==> config.mk <==
export PLATFORM = sky130hd
export DESIGN_NAME = multicycle_alu
export DESIGN_NICKNAME = d
export VERILOG_FILES = /design/src/rtl/alu_pkg.sv /design/src/rtl/seq_divider.sv /design/src/rtl/multicycle_alu.sv
export SDC_FILE = /design/constraint.sdc
export NUM_CORES = 2
export LEC_CHECK = 0
export CAP_MARGIN = 20
export CELL_PAD_IN_SITES_DETAIL_PLACEMENT = 1
export CELL_PAD_IN_SITES_GLOBAL_PLACEMENT = 2
export CORE_MARGIN = 2
export CORE_UTILIZATION = 35
export DETAILED_ROUTE_END_ITERATION = 6
export GPL_TIMING_DRIVEN = 0
export PLACE_DENSITY = 0.89
export SLEW_MARGIN = 20
export SYNTH_ARGS = -nofsm -noshare
export SYNTH_HDL_FRONTEND = slang
export SYNTH_SLANG_ARGS = --single-unit
==> constraint.sdc <==
create_clock -name clock -period 9.8 [get_ports clock]
set_input_delay 1.47 -clock clock [delete_from_list [all_inputs] [get_ports clock]]
set_output_delay 1.47 -clock clock [all_outputs]
set_load 0.02 [all_outputs]
==> src/rtl/alu_pkg.sv <==
// Shared opcode constants and controller state encoding for multicycle_alu.
package alu_pkg;

   localparam logic [3:0] OP_ADD = 4'b0001;
   localparam logic [3:0] OP_SUB = 4'b0010;
   localparam logic [3:0] OP_MUL = 4'b0011;
   localparam logic [3:0] OP_DIV = 4'b0101;
   localparam logic [3:0] OP_AND = 4'b0110;
   localparam logic [3:0] OP_OR  = 4'b0111;
   localparam logic [3:0] OP_NEG = 4'b1000;
   localparam logic [3:0] OP_NOT = 4'b1010;
   localparam logic [3:0] OP_SRA = 4'b1011;
   localparam logic [3:0] OP_SHL = 4'b1100;
   localparam logic [3:0] OP_SRL = 4'b1101;
   localparam logic [3:0] OP_ROL = 4'b1110;
   localparam logic [3:0] OP_ROR = 4'b1111;

   typedef enum logic [1:0] {
      ST_IDLE = 2'd0,
      ST_MUL  = 2'd1,
      ST_DIV  = 2'd2,
      ST_DONE = 2'd3
   } state_e;

endpackage

==> src/rtl/seq_divider.sv <==
// Iterative signed restoring divider: WIDTH iterations over operand magnitudes.
// done_o is combinational and high during the cycle of the final iteration;
// quot_o/rem_o carry the sign-corrected result of that iteration so the parent
// can register it on the same edge.
module seq_divider #(
   parameter int WIDTH = 32
) (
   input  logic                    clk_i,
   input  logic                    rst_i,
   input  logic                    start_i,
   input  logic signed [WIDTH-1:0] dividend_i,
   input  logic signed [WIDTH-1:0] divisor_i,
   output logic                    busy_o,
   output logic                    done_o,
   output logic signed [WIDTH-1:0] quot_o,
   output logic signed [WIDTH-1:0] rem_o
);

   localparam int CNT_W = $clog2(WIDTH);

   logic             busy_q;
   logic [CNT_W-1:0] cnt_q;
   logic [WIDTH-1:0] rem_q;
   logic [WIDTH-1:0] quo_q;
   logic [WIDTH-1:0] dvsr_q;
   logic             qneg_q;
   logic             rneg_q;

   logic [WIDTH:0]   rem_sh_d;
   logic [WIDTH:0]   trial_d;
   logic [WIDTH-1:0] rem_d;
   logic [WIDTH-1:0] quo_d;

   // Unsigned magnitude; the most-negative value maps to 2^(WIDTH-1).
   function automatic logic [WIDTH-1:0] magnitude(input logic signed [WIDTH-1:0] v);
      return v[WIDTH-1] ? -v : v;
   endfunction

   // One restoring step: shift in the next dividend bit, keep the trial subtract if non-negative.
   always_comb begin
      rem_sh_d = {rem_q, quo_q[WIDTH-1]};
      trial_d  = rem_sh_d - {1'b0, dvsr_q};
      if (trial_d[WIDTH]) begin
         rem_d = rem_sh_d[WIDTH-1:0];
         quo_d = {quo_q[WIDTH-2:0], 1'b0};
      end else begin
         rem_d = trial_d[WIDTH-1:0];
         quo_d = {quo_q[WIDTH-2:0], 1'b1};
      end
   end

   assign busy_o = busy_q;
   assign done_o = busy_q && (cnt_q == CNT_W'(WIDTH - 1));
   assign quot_o = qneg_q ? -quo_d : quo_d;
   assign rem_o  = rneg_q ? -rem_d : rem_d;

   // Iteration control: load magnitudes on start, count WIDTH steps, abort on reset.
   always_ff @(posedge clk_i) begin
      if (rst_i) begin
         busy_q <= 1'b0;
         cnt_q  <= '0;
      end else if (start_i && !busy_q) begin
         busy_q <= 1'b1;
         cnt_q  <= '0;
         rem_q  <= '0;
         quo_q  <= magnitude(dividend_i);
         dvsr_q <= magnitude(divisor_i);
         qneg_q <= dividend_i[WIDTH-1] ^ divisor_i[WIDTH-1];
         rneg_q <= dividend_i[WIDTH-1];
      end else if (busy_q) begin
         rem_q <= rem_d;
         quo_q <= quo_d;
         if (done_o) begin
            busy_q <= 1'b0;
         end else begin
            cnt_q <= cnt_q + CNT_W'(1);
         end
      end
   end

endmodule

==> src/rtl/multicycle_alu.sv <==
// Multicycle signed ALU: single-cycle logic/arith/shift ops, iterative MUL
// (shift-add) and iterative DIV (seq_divider). Results land in a registered
// {Hi, Lo} Z with a one-cycle done pulse.
// Build option: define ALU_FAST_MUL_EN to compute MUL with a combinational
// signed multiply at single-cycle latency instead of the iterative engine.
module multicycle_alu #(
   parameter int WIDTH = 32
) (
   input  logic                    clock,
   input  logic                    clear,
   input  logic                    start,
   input  logic [3:0]              select,
   input  logic signed [WIDTH-1:0] A,
   input  logic signed [WIDTH-1:0] B,
   output logic                    busy,
   output logic                    done,
   output logic [2*WIDTH-1:0]      Z,
   output logic                    carry,
   output logic                    div_by_zero
);

   import alu_pkg::*;

   localparam int SH_W  = $clog2(WIDTH);
   localparam int CNT_W = $clog2(WIDTH);

   state_e               state_q;
   logic                 busy_q;
   logic                 done_q;
   logic [2*WIDTH-1:0]   z_q;
   logic                 carry_q;
   logic                 dbz_q;

   logic [SH_W-1:0]      amt;
   logic [WIDTH:0]       sum_ext;
   logic [WIDTH:0]       dif_ext;
   logic [2*WIDTH-1:0]   rol_ext;
   logic [2*WIDTH-1:0]   ror_ext;
   logic [WIDTH-1:0]     lo_res_d;
   logic [2*WIDTH-1:0]   sc_z_d;
   logic                 carry_d;

   logic                 div_start;
   logic                 div_busy;
   logic                 div_done;
   logic signed [WIDTH-1:0] div_quot;
   logic signed [WIDTH-1:0] div_rem;

`ifdef ALU_FAST_MUL_EN
   logic signed [2*WIDTH-1:0] fast_prod;
   assign fast_prod = A * B;
`else
   logic [2*WIDTH-1:0]   mcand_q;
   logic [WIDTH-1:0]     mplier_q;
   logic [2*WIDTH-1:0]   prod_q;
   logic                 mneg_q;
   logic [CNT_W-1:0]     cnt_q;
   logic [2*WIDTH-1:0]   prod_step_d;
   logic [2*WIDTH-1:0]   prod_fin_d;

   // Unsigned magnitude; the most-negative value maps to 2^(WIDTH-1).
   function automatic logic [WIDTH-1:0] magnitude(input logic signed [WIDTH-1:0] v);
      return v[WIDTH-1] ? -v : v;
   endfunction

   // Shift-add step and the sign-corrected product of the final step.
   always_comb begin
      prod_step_d = mplier_q[0] ? (prod_q + mcand_q) : prod_q;
      prod_fin_d  = mneg_q ? -prod_step_d : prod_step_d;
   end
`endif

   assign amt = B[SH_W-1:0];

   // Single-cycle result: Lo from the opcode, Hi forced to zero.
   always_comb begin
      sum_ext  = {1'b0, A} + {1'b0, B};
      dif_ext  = {1'b0, A} + {1'b0, ~B} + {{WIDTH{1'b0}}, 1'b1};
      rol_ext  = {A, A} << amt;
      ror_ext  = {A, A} >> amt;
      lo_res_d = B;
      carry_d  = 1'b0;
      case (select)
         OP_ADD: begin
            lo_res_d = sum_ext[WIDTH-1:0];
            carry_d  = sum_ext[WIDTH];
         end
         OP_SUB: begin
            lo_res_d = dif_ext[WIDTH-1:0];
            carry_d  = dif_ext[WIDTH];
         end
         OP_AND:  lo_res_d = A & B;
         OP_OR:   lo_res_d = A | B;
         OP_NEG:  lo_res_d = -B;
         OP_NOT:  lo_res_d = ~B;
         OP_SRA:  lo_res_d = A >>> amt;
         OP_SHL:  lo_res_d = A << amt;
         OP_SRL:  lo_res_d = A >> amt;
         OP_ROL:  lo_res_d = rol_ext[2*WIDTH-1:WIDTH];
         OP_ROR:  lo_res_d = ror_ext[WIDTH-1:0];
         default: lo_res_d = B;
      endcase
      sc_z_d = {{WIDTH{1'b0}}, lo_res_d};
`ifdef ALU_FAST_MUL_EN
      if (select == OP_MUL) begin
         sc_z_d  = fast_prod;
         carry_d = 1'b0;
      end
`endif
   end

   // The divider is launched on the same edge the controller accepts a non-zero DIV.
   assign div_start = (state_q == ST_IDLE) && start && !clear &&
                      (select == OP_DIV) && (B != '0);

   seq_divider #(.WIDTH(WIDTH)) u_div (
      .clk_i      (clock),
      .rst_i      (clear),
      .start_i    (div_start),
      .dividend_i (A),
      .divisor_i  (B),
      .busy_o     (div_busy),
      .done_o     (div_done),
      .quot_o     (div_quot),
      .rem_o      (div_rem)
   );

   // Controller FSM with registered busy/done/Z/flags; clear wins over start.
   always_ff @(posedge clock) begin
      if (clear) begin
         state_q <= ST_IDLE;
         busy_q  <= 1'b0;
         done_q  <= 1'b0;
         z_q     <= '0;
         carry_q <= 1'b0;
         dbz_q   <= 1'b0;
      end else begin
         case (state_q)
            ST_IDLE: begin
               done_q <= 1'b0;
               if (start) begin
                  busy_q <= 1'b1;
                  if (select == OP_DIV) begin
                     if (B == '0) begin
                        z_q     <= {A, {WIDTH{1'b1}}};
                        carry_q <= 1'b0;
                        dbz_q   <= 1'b1;
                        done_q  <= 1'b1;
                        state_q <= ST_DONE;
                     end else begin
                        state_q <= ST_DIV;
                     end
                  end
`ifndef ALU_FAST_MUL_EN
                  else if (select == OP_MUL) begin
                     mcand_q  <= {{WIDTH{1'b0}}, magnitude(A)};
                     mplier_q <= magnitude(B);
                     prod_q   <= '0;
                     mneg_q   <= A[WIDTH-1] ^ B[WIDTH-1];
                     cnt_q    <= '0;
                     state_q  <= ST_MUL;
                  end
`endif
                  else begin
                     z_q     <= sc_z_d;
                     carry_q <= carry_d;
                     dbz_q   <= 1'b0;
                     done_q  <= 1'b1;
                     state_q <= ST_DONE;
                  end
               end
            end
`ifndef ALU_FAST_MUL_EN
            ST_MUL: begin
               prod_q   <= prod_step_d;
               mcand_q  <= mcand_q << 1;
               mplier_q <= mplier_q >> 1;
               if (cnt_q == CNT_W'(WIDTH - 1)) begin
                  z_q     <= prod_fin_d;
                  carry_q <= 1'b0;
                  dbz_q   <= 1'b0;
                  done_q  <= 1'b1;
                  state_q <= ST_DONE;
               end else begin
                  cnt_q <= cnt_q + CNT_W'(1);
               end
            end
`endif
            ST_DIV: begin
               if (div_done) begin
                  z_q     <= {div_rem, div_quot};
                  carry_q <= 1'b0;
                  dbz_q   <= 1'b0;
                  done_q  <= 1'b1;
                  state_q <= ST_DONE;
               end else if (!div_busy) begin
                  busy_q  <= 1'b0;
                  state_q <= ST_IDLE;
               end
            end
            ST_DONE: begin
               done_q  <= 1'b0;
               busy_q  <= 1'b0;
               state_q <= ST_IDLE;
            end
            default: begin
               done_q  <= 1'b0;
               busy_q  <= 1'b0;
               state_q <= ST_IDLE;
            end
         endcase
      end
   end

   assign busy        = busy_q;
   assign done        = done_q;
   assign Z           = z_q;
   assign carry       = carry_q;
   assign div_by_zero = dbz_q;

endmodule
* Word-level counts from Yosys, hierarchy flattened
Cells that the tools add are included.
Cells by class: mux-type cells 71, bitwise operators 7, $add $sub $neg 12, equal/unequal tests 29, reductions and logical operators 26, shifts and indexed selects 5
Operator list (number):
- $mux W64 | 14
- $mux W32 | 11
- $pmux W32 S11 | 1
- $pmux W64 S2 | 2
- $pmux W64 S3 | 1
- $neg A32 Y32 | 4
- $add A32 B32 Y33 | 2
- $add A64 B64 Y64 | 1
- $neg A64 Y64 | 1
- $pmux W32 S2 | 1
- $shl A64 B5 Y64 | 1
- $shr A64 B5 Y32 | 1
- $add A33 B1 Y33 const B | 1
- $sub A33 B32 Y33 | 1
- $and A32 B32 Y32 | 1
- $logic_not A32 Y1 | 1
- $not A32 Y32 | 1
- $or A32 B32 Y32 | 1
- $reduce_bool A32 Y1 | 1
- $shl A32 B5 Y32 | 1
- $shr A32 B5 Y32 | 1
- $sshr A32 B5 Y32 | 1
- $eq A4 B4 Y1 const B | 7
- $mux W1 | 24
- other kinds (31) | 69
Storage, ports and cells: output and inout port bits 68, logic and storage cells 168, flip-flop bits (word level) 340, input port bits 71

* Logic depth before layout (Yosys ltp)
depth in word-level cells 8, depth in mapped cells 27, depth with buffers taken out 24

* Modules after synthesis
From an unflattened synthesis, not the netlist that was laid out.
Unflattened totals: cell total of the unflattened synthesis 4753, area total of the unflattened synthesis 37120.6 sq um
By module, submodules not included:
- multicycle_alu | area each 28006.9 sq um, times used 1, cells an instance 3704
- seq_divider | area each 9113.7 sq um, times used 1, cells an instance 1049

* Least setup slack after synthesis
Ideal clock, no wire load.
path kind input -> register, start input select[3], end register mcand_q[0], enable pin, slack -0.797 ns, data arrival time 9.865 ns, stages 5, path buffers 2, required time 9.068 ns, cell sequence clkbuf_1 -> clkbuf_1 -> nor3_1 -> nand3_1 -> a21oi_1
On the way: longest elaborated chain between the ends 3
RTL lines:
- start, declared | RTL line multicycle_alu.sv:12 | input logic [3:0] select,
- $eq A4 B2 Y1 or $eq A4 B3 Y1 (tied branches) | RTL line multicycle_alu.sv:155, multicycle_alu.sv:143
- $ne A2 B1 Y1 (no source line) or $ne A2 B2 Y1 (tied branches)
- $reduce_and A5 Y1 (no source line) *
- end signal, assigned | RTL line multicycle_alu.sv:156 | mcand_q <= {{WIDTH{1'b0}}, magnitude(A)};
- end signal, assigned | RTL line multicycle_alu.sv:176 | mcand_q <= mcand_q << 1;
- end, declared | RTL line multicycle_alu.sv:53 | logic [2*WIDTH-1:0] mcand_q;
Mark *: on every way between the ends. The rest lies on a longest branch, timed or not. A chain may end at the register's enable or synchronous reset.

* Worst setup path after layout
start input B[1], end register z_q[14], in the netlist Z[14]
On the way: longest elaborated chain between the ends 8
RTL lines:
- start, declared | RTL line multicycle_alu.sv:14 | input logic signed [WIDTH-1:0] B,
- $not A32 Y32 | RTL line multicycle_alu.sv:78 | dif_ext = {1'b0, A} + {1'b0, ~B} + {{WIDTH{1'b0}}, 1'b1};
- $add A32 B32 Y33 | RTL line multicycle_alu.sv:78
- $add A33 B1 Y33 | RTL line multicycle_alu.sv:78
- $pmux W32 S11 | RTL line multicycle_alu.sv:83 | case (select)
- $mux W64 | RTL line multicycle_alu.sv:155 | else if (select == OP_MUL) begin
- $mux W64 | RTL line multicycle_alu.sv:143 | if (select == OP_DIV) begin
- $mux W64 | RTL line multicycle_alu.sv:141 | if (start) begin
- $pmux W64 S3 | RTL line multicycle_alu.sv:138 | case (state_q)
- end signal, assigned | RTL line multicycle_alu.sv:145 | z_q <= {A, {WIDTH{1'b1}}};
- end signal, assigned | RTL line multicycle_alu.sv:165 | z_q <= sc_z_d;
- end signal, assigned | RTL line multicycle_alu.sv:179 | z_q <= prod_fin_d;
- end, declared | RTL line multicycle_alu.sv:30 | logic [2*WIDTH-1:0] z_q;
Several ways; a longest one is shown, not always the timed one. The select of a mux whose other input is x is not followed.

==> results.json <==
{
  "h-tree-depth": 2,
  "synth_top_area_frac": 0.221,
  "setup_violations": 0,
  "cts-resized-gates": 0,
  "wl_per_cell_um": 37.0,
  "overflow": 0,
  "die_w_um": 324,
  "rows": 117,
  "grt_setup_unrepaired": "no",
  "grt_pass1_wl_um": 309000,
  "power.density_mw_per_mm2": 187,
  "drtAntennaViolNets": 0,
  "core-area_mm2": 0.102,
  "synth.avg_cell_area_um2": 8.02,
  "critPathMostFrequentCell": "clkbuf_1",
  "cts_buffers": 41,
  "holdBufCountCts": 0,
  "crit_path_top_delay_cell": "a211oi_1",
  "io_pins": 139,
  "crit_family": "buffers and inverters",
  "start_util": 0.353,
  "grt_pass1_vias": 39800,
  "drive_gt1_frac": 0.0716,
  "die_area_mm2": 0.105,
  "num_vias": 40700,
  "fin_crit_ns": 9.74,
  "synthTopCellsByArea": "edfxtp_1, ha_1, a21oi_1, nor2_1, xnor2_1",
  "outcome": "finished, final reports clean",
  "io_buffer_count": 135,
  "min_from": "Z[27]",
  "cts_root_buffer": "clkbuf_16",
  "yosysTopAreaCell": "edfxtp_1",
  "cts_sinks": 340,
  "relSlewSlack": 0.0871,
  "crit_start": "B[1]",
  "critPathKind": "input pin to flip-flop",
  "hold_path.class": "flip-flop to flip-flop",
  "r2r-start": "mplier_q[0]",
  "power_leakage_nw": 14.8,
  "worst_setup_path_end_kind": "flip-flop",
  "syn_inst": 4476,
  "pre_cts_ws_ns": -0.0534,
  "max_stage_delay_ns": 0.97,
  "antenna_found_initial": 14,
  "worstPathMaxFanout": 10,
  "worstSetupStartpointType": "input pin",
  "async_reset_ff_frac": 0,
  "crit_path_cell_trace": "clkdlybuf4s50_1 -> clkbuf_1 -> clkbuf_1 -> clkbuf_1 -> buf_1 -> inv_1 -> ha_1 -> or3b_2 -> nor3_2 -> nand4_1 -> nand2b_1 -> or4_1 -> clkbuf_1 -> o41ai_2 -> nand3_1 -> a211o_1 -> clkbuf_1 -> clkbuf_1 -> a211oi_1 -> a21oi_1 -> nor2_1",
  "post-dp-hpwl_um": 182000,
  "synth-seq-cells": 340,
  "die_y_um": 324,
  "ys.flop_type": "edfxtp_1",
  "ir_drop_mv": 0.125,
  "drc_errors": 0,
  "ys_warn_count": 0,
  "syn-num-nets": 4759,
  "routed_wl_um": 225000,
  "finalHoldViolCount": 0,
  "drt_iter0_markers": 4924,
  "critPathRequiredTime_ns": 10.33,
  "finalSetupTns_ns": 0,
  "viasPerCell": 6.70,
  "dr.pass1.iters": 6,
  "tightest_slew_ns": 1.37,
  "worst_slack_ns": 0.0590,
  "gp_congestion": 1.07,
  "arrival_ns": 10.27,
  "cts_tree": "done",
  "grt_max_degree": 29,
  "clk_latency_ns": 0.61,
  "finalCritPeriodShare": 0.994,
  "synth_seq_area_share": 0.263,
  "synth.distinct_cells": 114,
  "max_cap_viol_count": 0,
  "critPathBufInv": 9,
  "synth_edf_count": 264,
  "fin_skew_ns": 0.0256,
  "clkTransAtPathRegs_ns": 0.07,
  "drv_slew": 0,
  "cts_max_path_buffers": 3,
  "post_cts_buffers": 0,
  "final_net_count": 4959,
  "syn2layout_area_growth_pct": 13.6,
  "grt_use_total": 0.418,
  "syn_area_mm2": 0.0359,
  "fmax_mhz": 103
}
[Yosys cell counts, types with 56 or more instances]
library cell  instances
xnor2_1             176
a221oi_1             56
edfxtp_1            264
a21o_1               82
nor2_1              554
nand2_1             346
mux2i_1              92
nand3_1              82
a21oi_1             442
and2_1               80
nor3_1              116
dfxtp_1              76
clkbuf_1            258
a31oi_1              58
a211oi_1             60
ha_1                208
inv_1               167
o21ai_0             266
[path summary, 6_finish.rpt]
path         endpoint  slack (ns)  cells after the start
max reg2reg     Z[60]        1.21                     19
min             Z[27]        0.47                      2
max             Z[14]        0.06                     21
min reg2reg     Z[27]        0.47                      2
[area by class of cell]
cell class                 instances  area, um2
clock inverter                    19        145
buffer                           316       1240
inverter                         174        653
timing repair buffer             157       1720
sequential                       340       9450
tap                             1368       1710
multi-input combinational       3646      24700
antenna                            5       12.5
clock buffer                      57       1160
fill                           12300      61000
[layer usage]
| layer | routed length [um] | up-vias | global-route usage |
|---|---|---|---|
| met5 | 151 | - | 0 |
| met4 | 19400 | 20 | 0.300 |
| met3 | 19700 | 691 | 0.0834 |
| met2 | 99500 | 2388 | 0.661 |
| met1 | 86600 | 20400 | 0.507 |
| li1 | - | 17200 | - |
[worst register-to-register path, stage by stage, from the launching register on]
cell      delay (ns)
edfxtp_1        0.33
buf_2           0.21
buf_2           0.30
buf_1           0.63
buf_2           0.46
buf_2           0.40
buf_1           0.55
clkbuf_1        0.82
buf_2           0.49
buf_1           0.82
mux2i_1         0.35
ha_1            0.26
nand4_1         0.13
or3_1           0.48
nor4b_2         0.52
nand4_2         0.37
nor4_1          0.44
mux2_1          0.40
a221oi_1        0.42
nor2_1          0.07
[registers in the layout, summed over array words and instances, names as in the netlist, 2 cells and up]
signal	flops
u_div.quo_q	32
u_div.rem_q	32
mplier_q	32
prod_q	64
Z	64
u_div.dvsr_q	32
cnt_q	5
state_q	2
mcand_q	64
u_div.cnt_q	5
[power by group]
part	internal [W]	leakage (nW)	switching (W)	total (W)
clock network	0.000861	0.641	0.000694	0.00156
logic	0.00122	11.1	0.00287	0.00409
registers	0.00179	3.04	0.000170	0.00196
total	0.00387	14.8	0.00374	0.00760
[cell usage in the layout, fill, tap and decap left out, types with 80 or more instances in the layout]
master           instances
o21ai_0                263
inv_1                  167
nand3_1                 82
clkbuf_1               259
a21o_1                  82
a21oi_1                440
nor3_1                 112
clkdlybuf4s50_1        134
nor2_1                 553
ha_1                   208
nand2_1                346
mux2i_1                 91
edfxtp_1               264
and2_1                  80
xnor2_1                176
[cells by family after synthesis]
kind of cell | synth area share
DFF | 0.263
muxes | 0.0737
buffers and inverters | 0.0523
and+or+nand+nor | 0.198
adders and majority gates | 0.0747
AOI/OAI and AO/OA | 0.282
xor gates and xnor gates | 0.0564
[metrics by stage]
stage	std cells	hold slack, ns	utilization	total power [W]	cell area (um2)
2_1_floorplan	4476	0.467	-	0.00409	35900
4_1_cts	6073	0.477	0.400	0.00744	40700
5_1_grt	6077	0.497	0.401	0.00780	40800
3_5_place_dp	5997	0.467	0.387	0.00588	39400
6_report	6082	0.472	0.401	0.00760	40800
3_3_place_gp	5979	0.452	0.383	0.00581	39000
(Power assumes the default switching activity.)
